## src/rtl/detector_flancos_pkg.sv

```systemverilog
// Shared mode and state encodings for the multichannel edge detector.
package detector_flancos_pkg;

  localparam int unsigned MODO_W = 2;

  typedef enum logic [MODO_W-1:0] {
    MODO_OFF  = 2'b00,
    MODO_RISE = 2'b01,
    MODO_FALL = 2'b10,
    MODO_BOTH = 2'b11
  } modo_e;

  typedef enum logic {
    ST_ARMADO = 1'b0,
    ST_ESPERA = 1'b1
  } estado_e;

endpackage

```

## src/rtl/detector_flancos_canal.sv

```systemverilog
// One edge-detect channel: synchroniser, edge select, holdoff FSM, sticky flag
// and saturating event counter.
module detector_flancos_canal
  import detector_flancos_pkg::*;
#(
  parameter int unsigned SYNC_STAGES = 2,
  parameter int unsigned HOLDOFF_W   = 8,
  parameter int unsigned CNT_W       = 16
) (
  input  logic                 clk,
  input  logic                 reset,
  input  logic                 entrada,
  input  logic [MODO_W-1:0]    modo,
  input  logic [HOLDOFF_W-1:0] holdoff,
  input  logic                 clear_flags,
  input  logic                 clear_conteo,
  output logic                 disparo_c,
  output logic                 deteccion,
  output logic                 bandera,
  output logic [CNT_W-1:0]     conteo
);

  logic                 s_c;
  logic                 p_q;
  logic                 flanco_c;
  estado_e              estado_q, estado_d;
  logic [HOLDOFF_W-1:0] cnt_q, cnt_d;

  if (SYNC_STAGES == 0) begin : g_sync0
    assign s_c = entrada;
  end else if (SYNC_STAGES == 1) begin : g_sync1
    logic sync_q;
    always_ff @(posedge clk or negedge reset) begin
      if (!reset) sync_q <= 1'b0;
      else        sync_q <= entrada;
    end
    assign s_c = sync_q;
  end else begin : g_syncn
    logic [SYNC_STAGES-1:0] sync_q;
    always_ff @(posedge clk or negedge reset) begin
      if (!reset) sync_q <= '0;
      else        sync_q <= {sync_q[SYNC_STAGES-2:0], entrada};
    end
    assign s_c = sync_q[SYNC_STAGES-1];
  end

  // Previous synchronised sample; resets low so a high input at release reads as a rise.
  always_ff @(posedge clk or negedge reset) begin
    if (!reset) p_q <= 1'b0;
    else        p_q <= s_c;
  end

  always_comb begin
    flanco_c = 1'b0;
    case (modo_e'(modo))
      MODO_RISE: flanco_c = s_c & ~p_q;
      MODO_FALL: flanco_c = ~s_c & p_q;
      MODO_BOTH: flanco_c = s_c ^ p_q;
      default:   flanco_c = 1'b0;
    endcase
  end

  always_ff @(posedge clk or negedge reset) begin
    if (!reset) begin
      estado_q <= ST_ARMADO;
      cnt_q    <= '0;
    end else begin
      estado_q <= estado_d;
      cnt_q    <= cnt_d;
    end
  end

  // Holdoff is latched only on detection; a zero holdoff keeps the channel armed.
  always_comb begin
    estado_d  = estado_q;
    cnt_d     = cnt_q;
    disparo_c = 1'b0;
    case (estado_q)
      ST_ARMADO: begin
        if (flanco_c) begin
          disparo_c = 1'b1;
          if (holdoff != '0) begin
            estado_d = ST_ESPERA;
            cnt_d    = holdoff;
          end
        end
      end
      ST_ESPERA: begin
        if (modo_e'(modo) == MODO_OFF || cnt_q == HOLDOFF_W'(1)) begin
          estado_d = ST_ARMADO;
          cnt_d    = '0;
        end else begin
          cnt_d = cnt_q - HOLDOFF_W'(1);
        end
      end
      default: begin
        estado_d = ST_ARMADO;
        cnt_d    = '0;
      end
    endcase
  end

  // Set beats clear on the flag; clear plus detect on the counter leaves one event.
  always_ff @(posedge clk or negedge reset) begin
    if (!reset) begin
      deteccion <= 1'b0;
      bandera   <= 1'b0;
      conteo    <= '0;
    end else begin
      deteccion <= disparo_c;
      bandera   <= disparo_c | (bandera & ~clear_flags);
      if (clear_conteo)                 conteo <= CNT_W'(disparo_c);
      else if (disparo_c && conteo != '1) conteo <= conteo + CNT_W'(1);
    end
  end

endmodule

```

## src/rtl/detector_flancos_multicanal.sv

```systemverilog
// N-channel edge detector with shared trigger holdoff; one channel instance per input.
module detector_flancos_multicanal
  import detector_flancos_pkg::*;
#(
  parameter int unsigned N_CH        = 4,
  parameter int unsigned SYNC_STAGES = 2,
  parameter int unsigned HOLDOFF_W   = 8,
  parameter int unsigned CNT_W       = 16
) (
  input  logic                    clk,
  input  logic                    reset,
  input  logic [N_CH-1:0]         entrada,
  input  logic [MODO_W*N_CH-1:0]  modo,
  input  logic [HOLDOFF_W-1:0]    holdoff,
  input  logic                    clear_flags,
  input  logic                    clear_conteo,
  output logic [N_CH-1:0]         deteccion,
  output logic [N_CH-1:0]         bandera,
  output logic                    any_deteccion,
  output logic [N_CH*CNT_W-1:0]   conteo
);

  logic [N_CH-1:0] disparo_c;

  for (genvar i = 0; i < N_CH; i++) begin : g_canal
    detector_flancos_canal #(
      .SYNC_STAGES (SYNC_STAGES),
      .HOLDOFF_W   (HOLDOFF_W),
      .CNT_W       (CNT_W)
    ) u_canal (
      .clk          (clk),
      .reset        (reset),
      .entrada      (entrada[i]),
      .modo         (modo[MODO_W*i +: MODO_W]),
      .holdoff      (holdoff),
      .clear_flags  (clear_flags),
      .clear_conteo (clear_conteo),
      .disparo_c    (disparo_c[i]),
      .deteccion    (deteccion[i]),
      .bandera      (bandera[i]),
      .conteo       (conteo[i*CNT_W +: CNT_W])
    );
  end

  // Registered from the same detect terms so it aligns with deteccion.
  always_ff @(posedge clk or negedge reset) begin
    if (!reset) any_deteccion <= 1'b0;
    else        any_deteccion <= |disparo_c;
  end

endmodule

```

## config.mk

```make
export PLATFORM = sky130hd
export DESIGN_NAME = detector_flancos_multicanal
export DESIGN_NICKNAME = d
export VERILOG_FILES = /design/src/rtl/detector_flancos_pkg.sv /design/src/rtl/detector_flancos_canal.sv /design/src/rtl/detector_flancos_multicanal.sv
export SDC_FILE = /design/constraint.sdc
export NUM_CORES = 1
export LEC_CHECK = 0
export CORE_ASPECT_RATIO = 0.9
export CORE_MARGIN = 2
export CORE_UTILIZATION = 55
export CTS_BUF_LIST = sky130_fd_sc_hd__clkbuf_4 sky130_fd_sc_hd__clkbuf_8 sky130_fd_sc_hd__clkbuf_16
export CTS_CLUSTER_DIAMETER = 200
export DETAILED_ROUTE_END_ITERATION = 10
export PLACE_DENSITY_LB_ADDON = 0.05
export SYNTH_ARGS = -nofsm -noshare
export SYNTH_HDL_FRONTEND = slang
export SYNTH_SLANG_ARGS = --single-unit
```

## constraint.sdc

```tcl
create_clock -name clk -period 2.3 [get_ports clk]
set_input_delay 0.23 -clock clk [delete_from_list [all_inputs] [get_ports clk]]
set_output_delay 0.23 -clock clk [all_outputs]
set_load 0.02 [all_outputs]
```

# Word level (Yosys, flattened, before mapping)
# Cells that the tools add are included.
# op_classes
n_bitwise,33
reduce_logical,22
eq_ne,28
n_mux,46
add_sub_neg,8
# ops
op,n
16-bit two-way mux,8
8-bit two-way mux,9
16-bit by 1-bit adder with 16-bit output (second input constant),4
16-bit inequality test (second input constant),4
8-bit case mux with 2 select lines,4
8-bit by 1-bit equality test with 1-bit output (second input constant),4
8-bit by 1-bit subtractor with 8-bit output (second input constant),4
1-bit two-way mux,17
2-bit equality test (second input constant),8
1-bit NOT,13
1-bit AND,12
1-bit case mux with 3 select lines,4
2-bit by 1-bit inequality test with 1-bit output (second input constant),5
2-bit by 1-bit equality test with 1-bit output (second input constant),4
2-bit zero test,4
1-bit case mux with 2 select lines,4
2-bit AND reduction,4
2-bit nonzero test,4
8-bit nonzero test,1
2-bit inequality test (second input constant),3
1-bit logical AND,4
1-bit logical OR,4
1-bit OR,4
4-bit OR reduction,1
1-bit bitwise XOR,4
# word_totals
register_bits,121
wordCells,166
inputBits,24
out_inout_bits,73

# Longest topological paths before layout
# Gate-level depths: netlist (run 1).
# depth
word_depth,8
mapped_depth,9
depth_no_buf,8

# Modules after synthesis
# Synthesis (run 1) repeated with hierarchy kept, for this count alone.
# unflattened
hier_cells,698
hier_area_um2,6613.8
# modules_own_cells
module,area_each_um2,cells_per_inst,seq_area_each_um2,instances
detector_flancos_canal,1645.3,174,750.7,4
detector_flancos_multicanal,32.5,2,25.0,1

# Worst setup path before layout (run 1)
# OpenSTA, ideal clock, no wires.
# synth_path
path_type,register to register
startpoint,register g_canal[2].u_canal.g_syncn.sync_q[1]
endpoint,register g_canal[2].u_canal.conteo[7]
synth_period_minus_slack_ps,2024
required_ps,2181
setup_time_ps,119
t_arrival_ps,1905
path_buffers,1
path_slack_ps,276
stages_incl_launch_ff,10
cell_sequence,dfrtp_1 -> inv_1 -> ha_1 -> and2_1 -> o32a_1 -> buf_2 -> inv_2 -> o21ai_1 -> o21a_1 -> o21ba_1
# synth_via
elab_chain_cells,7
elab_cells_between_ends,9
classes_between,mux: 3; bitwise: 4; reduce/logical: 2
# synth_rtl
item,line,source
from (decl),detector_flancos_canal.sv:39,logic [SYNC_STAGES-1:0] sync_q;
from (signal assigned),detector_flancos_canal.sv:42,"else sync_q <= {sync_q[SYNC_STAGES-2:0], entrada};"
1-bit NOT,detector_flancos_canal.sv:57,MODO_FALL: flanco_c = ~s_c & p_q;
1-bit AND,detector_flancos_canal.sv:57,
1-bit case mux with 3 select lines (*),detector_flancos_canal.sv:55,case (modo_e'(modo))
1-bit two-way mux (*),detector_flancos_canal.sv:80,if (flanco_c) begin
1-bit two-way mux (*),detector_flancos_canal.sv:78,case (estado_q)
via g_canal[2].u_canal.disparo_c,detector_flancos_canal.sv:17,"output logic disparo_c,"
1-bit logical AND (*),detector_flancos_canal.sv:113,else if (disparo_c && conteo != '1) conteo <= conteo + CNT_W'(1);
2-bit nonzero test (no source line) (*),n/a,
to (signal assigned),detector_flancos_canal.sv:112,if (clear_conteo) conteo <= CNT_W'(disparo_c);
to (signal assigned),detector_flancos_canal.sv:113,
to (decl),detector_flancos_canal.sv:20,output logic [CNT_W-1:0] conteo
# Mark *: on every way through the listed nets, which the timed path passes. The rest lies on a longest branch.
# A chain may end at the register's enable or synchronous reset.

# Worst setup path after layout (run 1)
# layout_path
startpoint,register g_canal[1].u_canal.g_syncn.sync_q[1]
endpoint,register g_canal[1].u_canal.conteo[7]
# layout_via
elab_chain_cells,7
elab_cells_between_ends,9
classes_between,mux: 3; bitwise: 4; reduce/logical: 2
# layout_rtl
item,line
from (decl),detector_flancos_canal.sv:39
from (signal assigned),detector_flancos_canal.sv:42
1-bit NOT,detector_flancos_canal.sv:57
1-bit AND,detector_flancos_canal.sv:57
1-bit case mux with 3 select lines (*),detector_flancos_canal.sv:55
1-bit two-way mux (*),detector_flancos_canal.sv:80
1-bit two-way mux (*),detector_flancos_canal.sv:78
1-bit logical AND (*),detector_flancos_canal.sv:113
2-bit nonzero test (no source line) (*),n/a
to (signal assigned),detector_flancos_canal.sv:112
to (signal assigned),detector_flancos_canal.sv:113
to (decl),detector_flancos_canal.sv:20
# Every way passes the cells marked *; elsewhere a longest branch is shown, timed or not.

==> results of run 1 <==
[logic make-up after synthesis]
| kind of cell | synth area share, % |
|---|---|
| fa+ha+maj | 3.721 |
| buf+inv | 4.800 |
| flops | 45.02 |
| compound gates | 17.82 |
| xor+xnor | 4.949 |
| mux | 1.395 |
| simple gates | 22.29 |
[metal layers]
metal | share of wire [%] | vias up | track usage, %
li1 | - | 2832 | -
met3 | 5.5 | 27 | 6.328
met1 | 44 | 2972 | 35.72
met4 | 1.8 | 0 | 10.71
met5 | 0 | - | 0
met2 | 48 | 221 | 43.99
[what timing repair did]
action                                  4_1_cts  5_1_grt
endpoints found under the setup margin        0        4
hold buffers                                  1        0
endpoints found under the hold margin        39        0
gates resized for setup                       0        3
[worst max-delay path, stage by stage (launching register included)]
cell and delay (ns):
dfrtp_1 0.36, inv_1 0.05, ha_1 0.29, nand2b_1 0.17
a311o_4 0.39, clkinv_2 0.12, o21ai_2 0.11, or4_1 0.42
a21oi_1 0.15
[per-stage QoR]
stage	power, uW	area (um2)
6_report	8095	8571
4_1_cts	8107	8559
2_1_floorplan	4667	6725
3_5_place_dp	5538	7978
5_1_grt	8602	8571
3_3_place_gp	5409	7978
[final timing paths]
check,cells after the start,start,endpoint,slack [ns]
max,8,g_canal[1].u_canal.g_syncn.sync_q[1],g_canal[1].u_canal.conteo[7],0.16
min,1,entrada[1],g_canal[1].u_canal.g_syncn.sync_q[0],0.26
max reg2reg,8,g_canal[1].u_canal.g_syncn.sync_q[1],g_canal[1].u_canal.conteo[7],0.16
min reg2reg,0,g_canal[1].u_canal.g_syncn.sync_q[0],g_canal[1].u_canal.g_syncn.sync_q[1],0.35
max in group asynchronous,3,reset,g_canal[2].u_canal.conteo[5],1.29
min in group asynchronous,2,reset,g_canal[3].u_canal.p_q,0.38
[area by class of cell]
type	count	area (um2)	area share, %
Sequential cell	121	3028	35.33
Inverter	40	155.1	1.810
Tap cell	160	200.2	2.336
Clock inverter	1	5.005	0.05839
Clock buffer	30	566.8	6.613
Multi-Input combinational cell	526	3382	39.46
Timing Repair Buffer	123	1234	14.39
[power groups by stage]
stage | logic [uW] | clock network (uW) | registers (uW)
final | 2580 | 2530 | 2990
after global routing | 2880 | 2680 | 3040
after CTS | 2550 | 2580 | 2980
after detailed placement | 2530 | 0 | 3000
after global placement | 2430 | 0 | 2980
after floorplan | 1700 | 0 | 2960
[registers in the layout (all words and copies together) (netlist names)]
register / count
g_canal.u_canal.conteo: 64
any_deteccion: 1
g_canal.u_canal.deteccion: 4
g_canal.u_canal.cnt_q: 32
g_canal.u_canal.estado_q: 4
g_canal.u_canal.p_q: 4
g_canal.u_canal.g_syncn.sync_q: 8
g_canal.u_canal.bandera: 4
[layout by cell type, fill, tap and decap left out, types with 10 or more instances in the layout]
cell / count
xor2_1: 25
nand2_1: 33
inv_1: 35
o211ai_1: 14
and4_1: 12
o21ai_0: 38
ha_1: 20
a21oi_1: 44
o21ai_1: 23
nor4_1: 11
and3_1: 16
nor3_1: 22
xnor2_1: 13
buf_4: 21
dfrtp_1: 121
clkbuf_16: 17
nor2_1: 79
nand4_1: 11
a32oi_1: 10
clkdlybuf4s50_1: 94
nand3_1: 31
==> impl_metrics.env, run 1 <==
export IMPL_portBuffers=96
export IMPL_start_util_pct=56.13
export IMPL_hp_class="primary input to flip-flop"
export IMPL_gr_usage_all_layers_pct=27.18
export IMPL_finalWorstSetupSlack_ns=0.1583
export IMPL_ir_worst_vdd_mv=0.5281
export IMPL_clock_power_share_pct=31.3
export IMPL_fill_cells=928
export IMPL_arrival_ns=2.48
export IMPL_ys_seq_area_share_pct=45.02
export IMPL_p_seq_share_pct=36.9
export IMPL_syn_nets=762
export IMPL_syn_inst=718
export IMPL_post_dp_hpwl_um=11850
export IMPL_hold_violations=0
export IMPL_grt_pass1_wl_um=28170
export IMPL_layout_cells_non_filler=1001
export IMPL_finalCritPeriodShare_pct=93.12
export IMPL_clkTransAtPathRegs_ns=0.06
export IMPL_p_per_area_nw_per_um2=944.5
export IMPL_hold_ws_ns=0.2623
export IMPL_p_switching_uw=2831
export IMPL_antenna_found_initial=0
export IMPL_synth_area_per_cell_um2=9.367
export IMPL_max_slew_margin_pct=44.95
export IMPL_htreeDepth=4
export IMPL_post_drt_via_cell_ratio=6.046
export IMPL_wire_per_inst_um=16.89
export IMPL_fin_nets=873
export IMPL_place_congestion=0.9083
export IMPL_synth_edf_count=0
export IMPL_synthesis_area_um2=6725
export IMPL_vias=6052
export IMPL_async_flop_share_pct=100.0
export IMPL_status="complete, no violations"
export IMPL_drt_iter0_drc=619
export IMPL_max_cap_violations=0
export IMPL_diodes=0
export IMPL_synthTopCellsByCount="dfrtp_1, nor2_1, a21oi_1, o21ai_0, inv_1"
export IMPL_final_core_util_pct=71.53
export IMPL_end_kind="flip-flop"
export IMPL_synth_most_common_cell="dfrtp_1"
export IMPL_finalSetupTns_ns=0
export IMPL_clock_latency_ns=0.41
export IMPL_drc=0
export IMPL_grt_max_degree=47
export IMPL_p_int_uw=5264
export IMPL_grt_pass1_vias=5851
export IMPL_cts_tree="yes"
export IMPL_power_frac_comb_pct=31.8
export IMPL_period_needed_ns=2.142
export IMPL_maxSlewViolCount=0
export IMPL_io_pins=97
export IMPL_fin_skew_ns=0.008982
export IMPL_first_pass_iters=5
export IMPL_switching_share_pct=34.97
export IMPL_yosysTopAreaCellShare_pct=45.02
export IMPL_cp_required_ns=2.64
export IMPL_dieArea_um2=13130
export IMPL_tightest_slew_ns=0.8257
export IMPL_fp_row_count=38
export IMPL_yosys_area_top_type="dfrtp_1"
export IMPL_core_um2=11980
export IMPL_synthToLayoutAreaGrowth_pct=27.44
export IMPL_clkSinkCount=121
export IMPL_yosysWarnings=0
export IMPL_drive_gt1_share_pct=9.988
export IMPL_ant_nets=0
export IMPL_die_width_um=120.6
export IMPL_ys_flop_type="dfrtp_1"
export IMPL_crit_fanout=5
export IMPL_root_buffer="clkbuf_16"
export IMPL_dp_cells=969
export IMPL_grt_ovfl_total=0
export IMPL_cts_path_max_buffers=2
export IMPL_numCtsBuffers=17
export IMPL_max_freq_ghz=0.4669
export IMPL_synth_cell_types=68
export IMPL_pre_cts_ws_ns=0.05773
export IMPL_leakagePower_uw=0.003617
export IMPL_ys_ff_latch=121
export IMPL_grt_setup_unrepaired="no"
export IMPL_synth_area_leaders="dfrtp_1, nor2_1, ha_1, a21oi_1, xor2_1"
export IMPL_wirelength_um=16900
export IMPL_start_kind="flip-flop"
export IMPL_setup_viol_count_final=0
export IMPL_post_cts_buffers=0
export IMPL_die_h_um=108.9
export IMPL_path_class="flip-flop to flip-flop"
No activity file was read; power rests on OpenSTA's default activity.
==> inputs of run 2 (changes only) <==
--- a/config.mk
+++ b/config.mk
@@ -15,3 +15,4 @@
 export SYNTH_ARGS = -nofsm -noshare
 export SYNTH_HDL_FRONTEND = slang
 export SYNTH_SLANG_ARGS = --single-unit
+export TNS_END_PERCENT = 1
==> results of run 2 <==
Final layout, timing and power as in run 1 (identical DEF).
